$ cat src/rtl/frequency_counter_multi.sv
// Multi-channel gated edge counter with a multiplexed hex display of one channel.
module frequency_counter_multi #(
  parameter  int NUM_CH         = 4,
  parameter  int COUNT_W        = 16,
  parameter  int PERIOD_W       = 16,
  parameter  int PERIOD_DEFAULT = 1000,
  parameter  int DIGITS         = 2,
  parameter  int SCAN_W         = 10,
  parameter  int SYNC_STAGES    = 2,
  localparam int CH_SEL_W       = (NUM_CH > 1) ? $clog2(NUM_CH) : 1
) (
  input  logic                clk,
  input  logic                reset,
  input  logic [NUM_CH-1:0]   signal,
  input  logic                period_load,
  input  logic [PERIOD_W-1:0] period,
  input  logic [CH_SEL_W-1:0] ch_sel,
  input  logic                hold,
  output logic [6:0]          segments,
  output logic [DIGITS-1:0]   digit,
  output logic                window_done,
  output logic [NUM_CH-1:0]   overflow
);

  logic [NUM_CH-1:0]   sync_q [SYNC_STAGES];
  logic [NUM_CH-1:0]   prev_q;
  logic [NUM_CH-1:0]   edge_p;
  logic [NUM_CH-1:0]   sat;
  logic [NUM_CH-1:0]   ovf;
  logic [COUNT_W-1:0]  count     [NUM_CH];
  logic [COUNT_W-1:0]  count_nxt [NUM_CH];
  logic [COUNT_W-1:0]  result    [NUM_CH];
  logic [PERIOD_W-1:0] period_reg;
  logic [PERIOD_W-1:0] timer;
  logic                terminal;

  logic [SCAN_W-1:0]   scan_q;
  logic [1:0]          dig_idx;
  logic [1:0]          next_idx;
  logic                wrap;
  logic [CH_SEL_W-1:0] sel_ch;
  logic [COUNT_W-1:0]  shown;
  logic                dash;
  logic [3:0]          nibble;

  function automatic logic [6:0] hex7(input logic [3:0] n);
    case (n)
      4'h0: hex7 = 7'b0111111;
      4'h1: hex7 = 7'b0000110;
      4'h2: hex7 = 7'b1011011;
      4'h3: hex7 = 7'b1001111;
      4'h4: hex7 = 7'b1100110;
      4'h5: hex7 = 7'b1101101;
      4'h6: hex7 = 7'b1111101;
      4'h7: hex7 = 7'b0000111;
      4'h8: hex7 = 7'b1111111;
      4'h9: hex7 = 7'b1101111;
      4'hA: hex7 = 7'b1110111;
      4'hB: hex7 = 7'b1111100;
      4'hC: hex7 = 7'b0111001;
      4'hD: hex7 = 7'b1011110;
      4'hE: hex7 = 7'b1111001;
      default: hex7 = 7'b1110001;
    endcase
  endfunction

  always_ff @(posedge clk or posedge reset) begin
    if (reset) begin
      for (int unsigned s = 0; s < SYNC_STAGES; s++) sync_q[s] <= '0;
      prev_q <= '0;
    end else begin
      sync_q[0] <= signal;
      for (int unsigned s = 1; s < SYNC_STAGES; s++) sync_q[s] <= sync_q[s-1];
      prev_q <= sync_q[SYNC_STAGES-1];
    end
  end

  assign edge_p   = sync_q[SYNC_STAGES-1] & ~prev_q;
  assign terminal = (timer == period_reg - PERIOD_W'(1));

  always_comb begin
    sat = '0;
    for (int unsigned i = 0; i < NUM_CH; i++) begin
      count_nxt[i] = count[i];
      sat[i]       = edge_p[i] && (count[i] == '1);
      if (edge_p[i] && !sat[i]) count_nxt[i] = count[i] + COUNT_W'(1);
    end
  end

  // the closing window's last edge is folded in via count_nxt/sat at latch time
  always_ff @(posedge clk or posedge reset) begin
    if (reset) begin
      period_reg  <= PERIOD_W'(PERIOD_DEFAULT);
      timer       <= '0;
      window_done <= 1'b0;
      ovf         <= '0;
      overflow    <= '0;
      for (int unsigned i = 0; i < NUM_CH; i++) begin
        count[i]  <= '0;
        result[i] <= '0;
      end
    end else if (period_load) begin
      period_reg  <= (period == '0) ? PERIOD_W'(1) : period;
      timer       <= '0;
      window_done <= 1'b0;
      ovf         <= '0;
      for (int unsigned i = 0; i < NUM_CH; i++) count[i] <= '0;
    end else begin
      window_done <= terminal;
      if (terminal) begin
        timer <= '0;
        ovf   <= '0;
        if (!hold) overflow <= ovf | sat;
        for (int unsigned i = 0; i < NUM_CH; i++) begin
          count[i] <= '0;
          if (!hold) result[i] <= count_nxt[i];
        end
      end else begin
        timer <= timer + PERIOD_W'(1);
        ovf   <= ovf | sat;
        for (int unsigned i = 0; i < NUM_CH; i++) count[i] <= count_nxt[i];
      end
    end
  end

  generate
    if ((1 << CH_SEL_W) > NUM_CH) begin : g_clamp
      assign sel_ch = (32'(ch_sel) < NUM_CH) ? ch_sel : '0;
    end else begin : g_direct
      assign sel_ch = ch_sel;
    end
  endgenerate

  assign wrap     = (scan_q == '1);
  assign next_idx = (dig_idx == 2'(DIGITS - 1)) ? 2'd0 : dig_idx + 2'd1;
  assign shown    = result[sel_ch];
  assign dash     = overflow[sel_ch] || ((shown >> (4 * DIGITS)) != '0);
  assign nibble   = 4'(shown >> {next_idx, 2'b00});

  always_ff @(posedge clk or posedge reset) begin
    if (reset) begin
      scan_q   <= '0;
      dig_idx  <= 2'd0;
      digit    <= DIGITS'(1);
      segments <= 7'b0111111;
    end else begin
      scan_q <= scan_q + SCAN_W'(1);
      if (wrap) begin
        dig_idx  <= next_idx;
        digit    <= DIGITS'(1) << next_idx;
        segments <= dash ? 7'b1000000 : hex7(nibble);
      end
    end
  end

endmodule
$ cat config.mk
export PLATFORM = sky130hd
export DESIGN_NAME = frequency_counter_multi
export DESIGN_NICKNAME = d
export VERILOG_FILES = /design/src/rtl/frequency_counter_multi.sv
export SDC_FILE = /design/constraint.sdc
export NUM_CORES = 1
export LEC_CHECK = 0
export ABC_AREA = 0
export BUFFER_PORTS_ARGS = -buffer_cell sky130_fd_sc_hd__buf_4
export CORE_AREA = 5 5 127 129
export CTS_BUF_LIST = sky130_fd_sc_hd__clkbuf_8
export DETAILED_ROUTE_END_ITERATION = 12
export DIE_AREA = 0 0 132 134
export PLACE_DENSITY = 0.91
export SLEW_MARGIN = 20
export SYNTH_ARGS = -nofsm -noshare
export SYNTH_HDL_FRONTEND = slang
export SYNTH_SLANG_ARGS = --single-unit
$ cat constraint.sdc
create_clock -name clk -period 18.18 [get_ports clk]
set_input_delay 3.636 -clock clk [delete_from_list [all_inputs] [get_ports clk]]
set_output_delay 3.636 -clock clk [all_outputs]
set_load 0.05 [all_outputs]
# After elaboration in Yosys (flattened, before gate mapping)
# Memory sizes are Yosys's and may differ from the RTL's.
# Index checks and enable logic that the tools add are counted.
# op_classes
addsub,8
n_mul,0
div_mod_pow,0
magnitude_cmp,2
eq_ne,7
shift,2
mux,19
bitwise,6
reduce_logical,16
# op_table
operator,count
16-bit two-way mux,9
64-bit two-way mux,2
16-bit by 1-bit adder with 16-bit output (second input constant),5
16-bit == test (second input constant),4
16-bit binary-select mux with 2-bit select,1
16-bit == test,1
16-bit logical NOT,1
16-bit nonzero test,1
16-bit by 4-bit right shift with 4-bit output,1
16-bit by 1-bit subtractor with 16-bit output (second input constant),1
10-bit by 1-bit adder with 10-bit output (second input constant),1
10-bit == test (second input constant),1
1-bit logical AND,8
4-bit two-way mux,2
7-bit two-way mux,1
4-bit bitwise AND,1
1-bit logical NOT,4
4-bit NOT,1
4-bit OR,1
3-bit greater-or-equal comparator (second input constant),1
2-bit by 3-bit < comparator with 1-bit output (second input constant),1
2-bit NOT with 3-bit output,1
3-bit AND reduction,1
2-bit by 1-bit adder with 2-bit output (second input constant),1
7 further kinds,9
# totals
regBits,202
latchBits,0
ramBits,0
mem_bits_ro,112
out_inout_bits,14
elab_cells,81
mem_count,1
# mem_list
name,words,width,read_ports,rd_ports_with_merged_regs,write_ports,line_no,source
(no name shown),16,7,1,0,0,47,case (n)

# Longest topological paths before layout
# logic_depth
ltp_word,8
ltp_mapped,12
ltp_nobuf,9

# Least setup slack after synthesis
# Ideal clock, no wire load.
# synth_timing
path_kind,input to register
from,input ch_sel[1]
to,register segments[3]
setup_ns,0.063
t_arrival_ns,6.118
required_time_ns,18.117
setup_slack_ns,11.999
cell_stages,12
path_buffers,3
cell_sequence,clkbuf_1 > clkbuf_1 > clkbuf_1 > mux4_2 > mux2i_1 > nor2_1 > a21oi_1 > inv_1 > ha_1 > mux2_2 > nand2_1 > a32o_1
# synth_between
elab_chain_len,7
# synth_lines
element,line_no,source
"start, declared",17,"input logic [CH_SEL_W-1:0] ch_sel,"
2-bit NOT with 3-bit output (implied by the code),136,assign shown = result[sel_ch];
16-bit binary-select mux with 2-bit select,136,
16-bit two-way mux (implied by the code) (2 in series),136,
16-bit by 4-bit right shift with 4-bit output / 16-bit nonzero test (equally long branches),"138, 137",
memory read 16 x 7 bit / 1-bit logical OR (equally long branches),--,
7-bit two-way mux *,151,segments <= dash ? 7'b1000000 : hex7(nibble);
"end signal, assigned",151,
"end, declared",19,"output logic [6:0] segments,"
# Mark *: on every way between the ends. The rest lies on a longest branch, timed or not. The select of a mux whose other input is x is not followed.
# A chain may end at the register's enable or synchronous reset.

# Worst setup path in the final report
# layout_timing
from,input ch_sel[1]
to,register segments[5]
# The elaborated chain is that of the path after synthesis.

==> run_results.csv <==
group,metric,value,unit
clock_tree,htree_num_levels,1,
layout,finish.net_count,1011,
drt,initialDrtViolationCount,530,
drt,routed_wire_length_per_instance,17.57,um
critical_path,timing.critical_path.from_type,"input port",
hold_path,holdCritStartpoint,"sync_q[5]$_DFF_PP0_",
power,seq_power_share,52.5,%
die,fp.dieArea,17690,um2
timing,maxSlewHeadroom,30.16,%
critical_path,endpoint_kind,"flop",
power,peak_supply_drop,0.06687,mV
synth,netlist_area,10050,um2
clock_tree,cts_tree,"yes",
timing,worst_slew_pin_slew,1048,ps
synth,synthFlopType,"dfrtp_1",
drt,routed-via-count,7150,
layout,multiInputGateArea,4604,um2
critical_path,crit_arrival,6080,ps
critical_path,critical_path_peak_fanout,26,
synth,post-synth-top-area-fraction,47.06,%
critical_path,worst_r2r_startpoint,"period_reg[0]$_DFFE_PP0P_",
clock_tree,clkLatencyLatePin,550,ps
drt,drt_drc_violations_left,0,
timing,worst_hold_slack,346.9,ps
drt,route.antenna.remaining_nets,0,
timing,setup_tns,0,ps
power,power_frac_comb,6.3,%
synth,yosys.area.top_type,"dfrtp_1",
clock_tree,post_cts.repair.setup_buffers,0,
synth,synthCells,930,
die,fp-row-count,45,
timing,hold_violations,0,
synth,ys_seq_elements,202,
synth,synth_area_leaders,"dfrtp_1 (47%), mux2_2 (6.4%), mux2i_1 (4.5%), xnor2_1 (4.4%), xor2_1 (3.8%)",
placement,place.detailed.hpwl,13970,um
die,die_width,132,um
global_routing,grt_start_max_net_pins,121,
critical_path,reg2reg_to,"result[28]$_DFFE_PP0P_",
synth,synth_seq_area_share,50.45,%
layout,ff_latch_area,5071,um2
clock_tree,tritoncts_num_sinks,202,
power,netSwitchingPower,0.2113,mW
critical_path,critical-path-slowest-cell,"mux4_2",
timing,timing.final.max_slew_violations,0,
critical_path,reg2reg_setup_slack,14310,ps
global_routing,globalRouteOverflowTotal,0,
timing,fin_skew,21.32,ps
layout,layout_common_cells,"dfrtp_1 (189), nor2_1 (94), inv_1 (73)",
clock_tree,clock_path_buffers,3,
synth,syn_area_per_cell,10.81,um2
global_routing,grt_antenna_before_repair,0,
die,core_area,14920,um2
synth,synth.yosys.warnings,0,
die,pin_count,40,
timing,setup_violations,0,
timing,rsz0062_at_grt,"false",
power,power.switching_fraction,23.77,%
layout,finish.utilization,74.19,%
die,chipHeight,134,um
critical_path,critPathRequiredTime,18630,ps
job,cap_viol_max_count,0,
drt,finalWirelength,20800,um
layout,drive_gt1_share,17.07,%
layout,area.growth.synth_to_final,10.13,%
clock_tree,clk_transition_reported_paths,60,ps
synth,synthArstFlopShare,100.0,%
placement,finalWeightedCongestion,0.8565,
synth,synth_edf_count,0,
global_routing,grt_pass1_wl,35180,um
critical_path,cp_cell_sequence,"buf_4 -> mux2_2 -> mux4_2 -> mux2i_1 -> inv_1 -> ha_1 -> o21a_1 -> o31ai_1",
power,power_per_cell_area,80.30,nW/um2
timing,final.period_utilization,30.99,%
die,starting_density_of_the_core,67.36,%
clock_tree,cts.repair.resized,0,
drt,route.detailed.vias_per_inst,6.039,
clock_tree,cts.hold.buffers_added,0,
clock_tree,cts_inserted_buffers,31,
status,status,"finished, final reports clean",
layout,largestRegisters,"count (64), result (64)",
synth,synth_cell_type_count,62,
timing,finalWorstPathRequiredPeriod,5634,ps
critical_path,criticalPathCategory,"in2reg",
layout,layout_commonest_cell,"dfrtp_1",
hold_path,whs_path_depth,0,
critical_path,worst_r2r_path_depth,9,
clock_tree,clockRootBuffer,"clkbuf_8",
layout,antennaDiodeCount,0,
timing,fmax,177.5,MHz
hold_path,worst_hold_path_type,"reg2reg",
layout,layout.filler_cells,953,
critical_path,crit_buf_inv,2,
power,power.clock.fraction,41.2,%
critical_path,crit_family,"multiplexers",
global_routing,track_usage,23.83,%
critical_path,slowest_delay,460,ps
global_routing,first_global_vias,7249,
power,p_leak,5.059,nW
placement,place.port_buffers,39,
synth,postSynthNetCount,968,
power,cellInternalPower,0.6775,mW
hold_path,hold-path-endpoint,"sync_q[1]$_DFF_PP0_",
drt,drtPass1Iterations,5,
## worst max-delay path by stage
| stage | start | endpoint | depth (start not counted) |
|---|---|---|---|
| 3_3_place_gp | ch_sel[1] | segments[3]$_DFFE_PP1N_ | 9 |
| 4_1_cts | ch_sel[1] | segments[5]$_DFFE_PP1N_ | 8 |
| 6_report | ch_sel[1] | segments[5]$_DFFE_PP1N_ | 8 |
| 3_5_place_dp | ch_sel[1] | segments[5]$_DFFE_PP1N_ | 8 |
| 2_1_floorplan | reset | count[0]$_DFF_PP0_ | 1 |
| 5_1_grt | ch_sel[1] | segments[5]$_DFFE_PP1N_ | 8 |
## Yosys cell counts (3+ instances only)
cell	n
and4_1	8
nor2_1	94
or2_2	3
mux2i_1	45
and3_1	24
dfstp_2	13
o22ai_1	4
o21ai_0	13
or4_1	6
nand2b_1	11
dfrtp_1	189
a211oi_1	4
buf_2	9
xor2_1	44
clkbuf_1	17
ha_1	12
mux4_2	9
nand3_1	39
nand2_1	47
mux2_2	57
o31ai_1	9
and2_1	5
nand4_1	18
inv_1	59
nor3_1	14
xnor2_1	51
nor4_1	14
or3_1	7
o211ai_1	3
nor2b_1	38
o31a_1	3
a21oi_1	19
## per-stage QoR
stage	setup slack [ps]	instances	instance area (um2)	power, mW
2_1_floorplan	9055	930	10050	0.5135
6_report	12550	1184	11070	0.8888
5_1_grt	12410	1184	11070	0.9244
4_1_cts	12590	1184	11070	0.8955
3_3_place_gp	12160	1128	10460	0.5274
3_5_place_dp	12040	1128	10460	0.5296
## layout make-up
class	instances	share of cell area, %
Clock buffer	37	4.600
Clock inverter	19	0.9156
Inverter	59	2.068
Multi-Input combinational cell	637	41.60
Sequential cell	202	45.81
Tap cell	188	2.125
Timing Repair Buffer	42	2.882
## metal layers
metal  wire, um  part of all wire [%]  global-route usage, %
met4        718                   3.5                  8.857
met1       8482                    41                  30.44
met5          0                     0                      0
met2      10470                    50                  41.27
met3       1129                   5.4                  3.826
## power groups by stage
stage | registers (mW) | logic (mW) | clock network, mW
floorplan | 0.471 | 0.0424 | 0
CTS | 0.466 | 0.0562 | 0.373
global placement | 0.474 | 0.0536 | 0
global route | 0.467 | 0.0623 | 0.395
finish | 0.466 | 0.0558 | 0.367
detailed placement | 0.474 | 0.0554 | 0
## cells by family (layout without fill, tap and decap cells)
kind of cell    Yosys count  count (layout)  synth area share [%]
fa+ha+maj                12              12                 1.494
compound gates           80              80                 5.502
mux                     113             113                 13.11
flops                   202             202                 50.45
buf+inv                  91             157                 3.734
simple gates            337             337                 17.43
xor+xnor                 95              95                 8.278
Power figures use the tool's default switching activity.
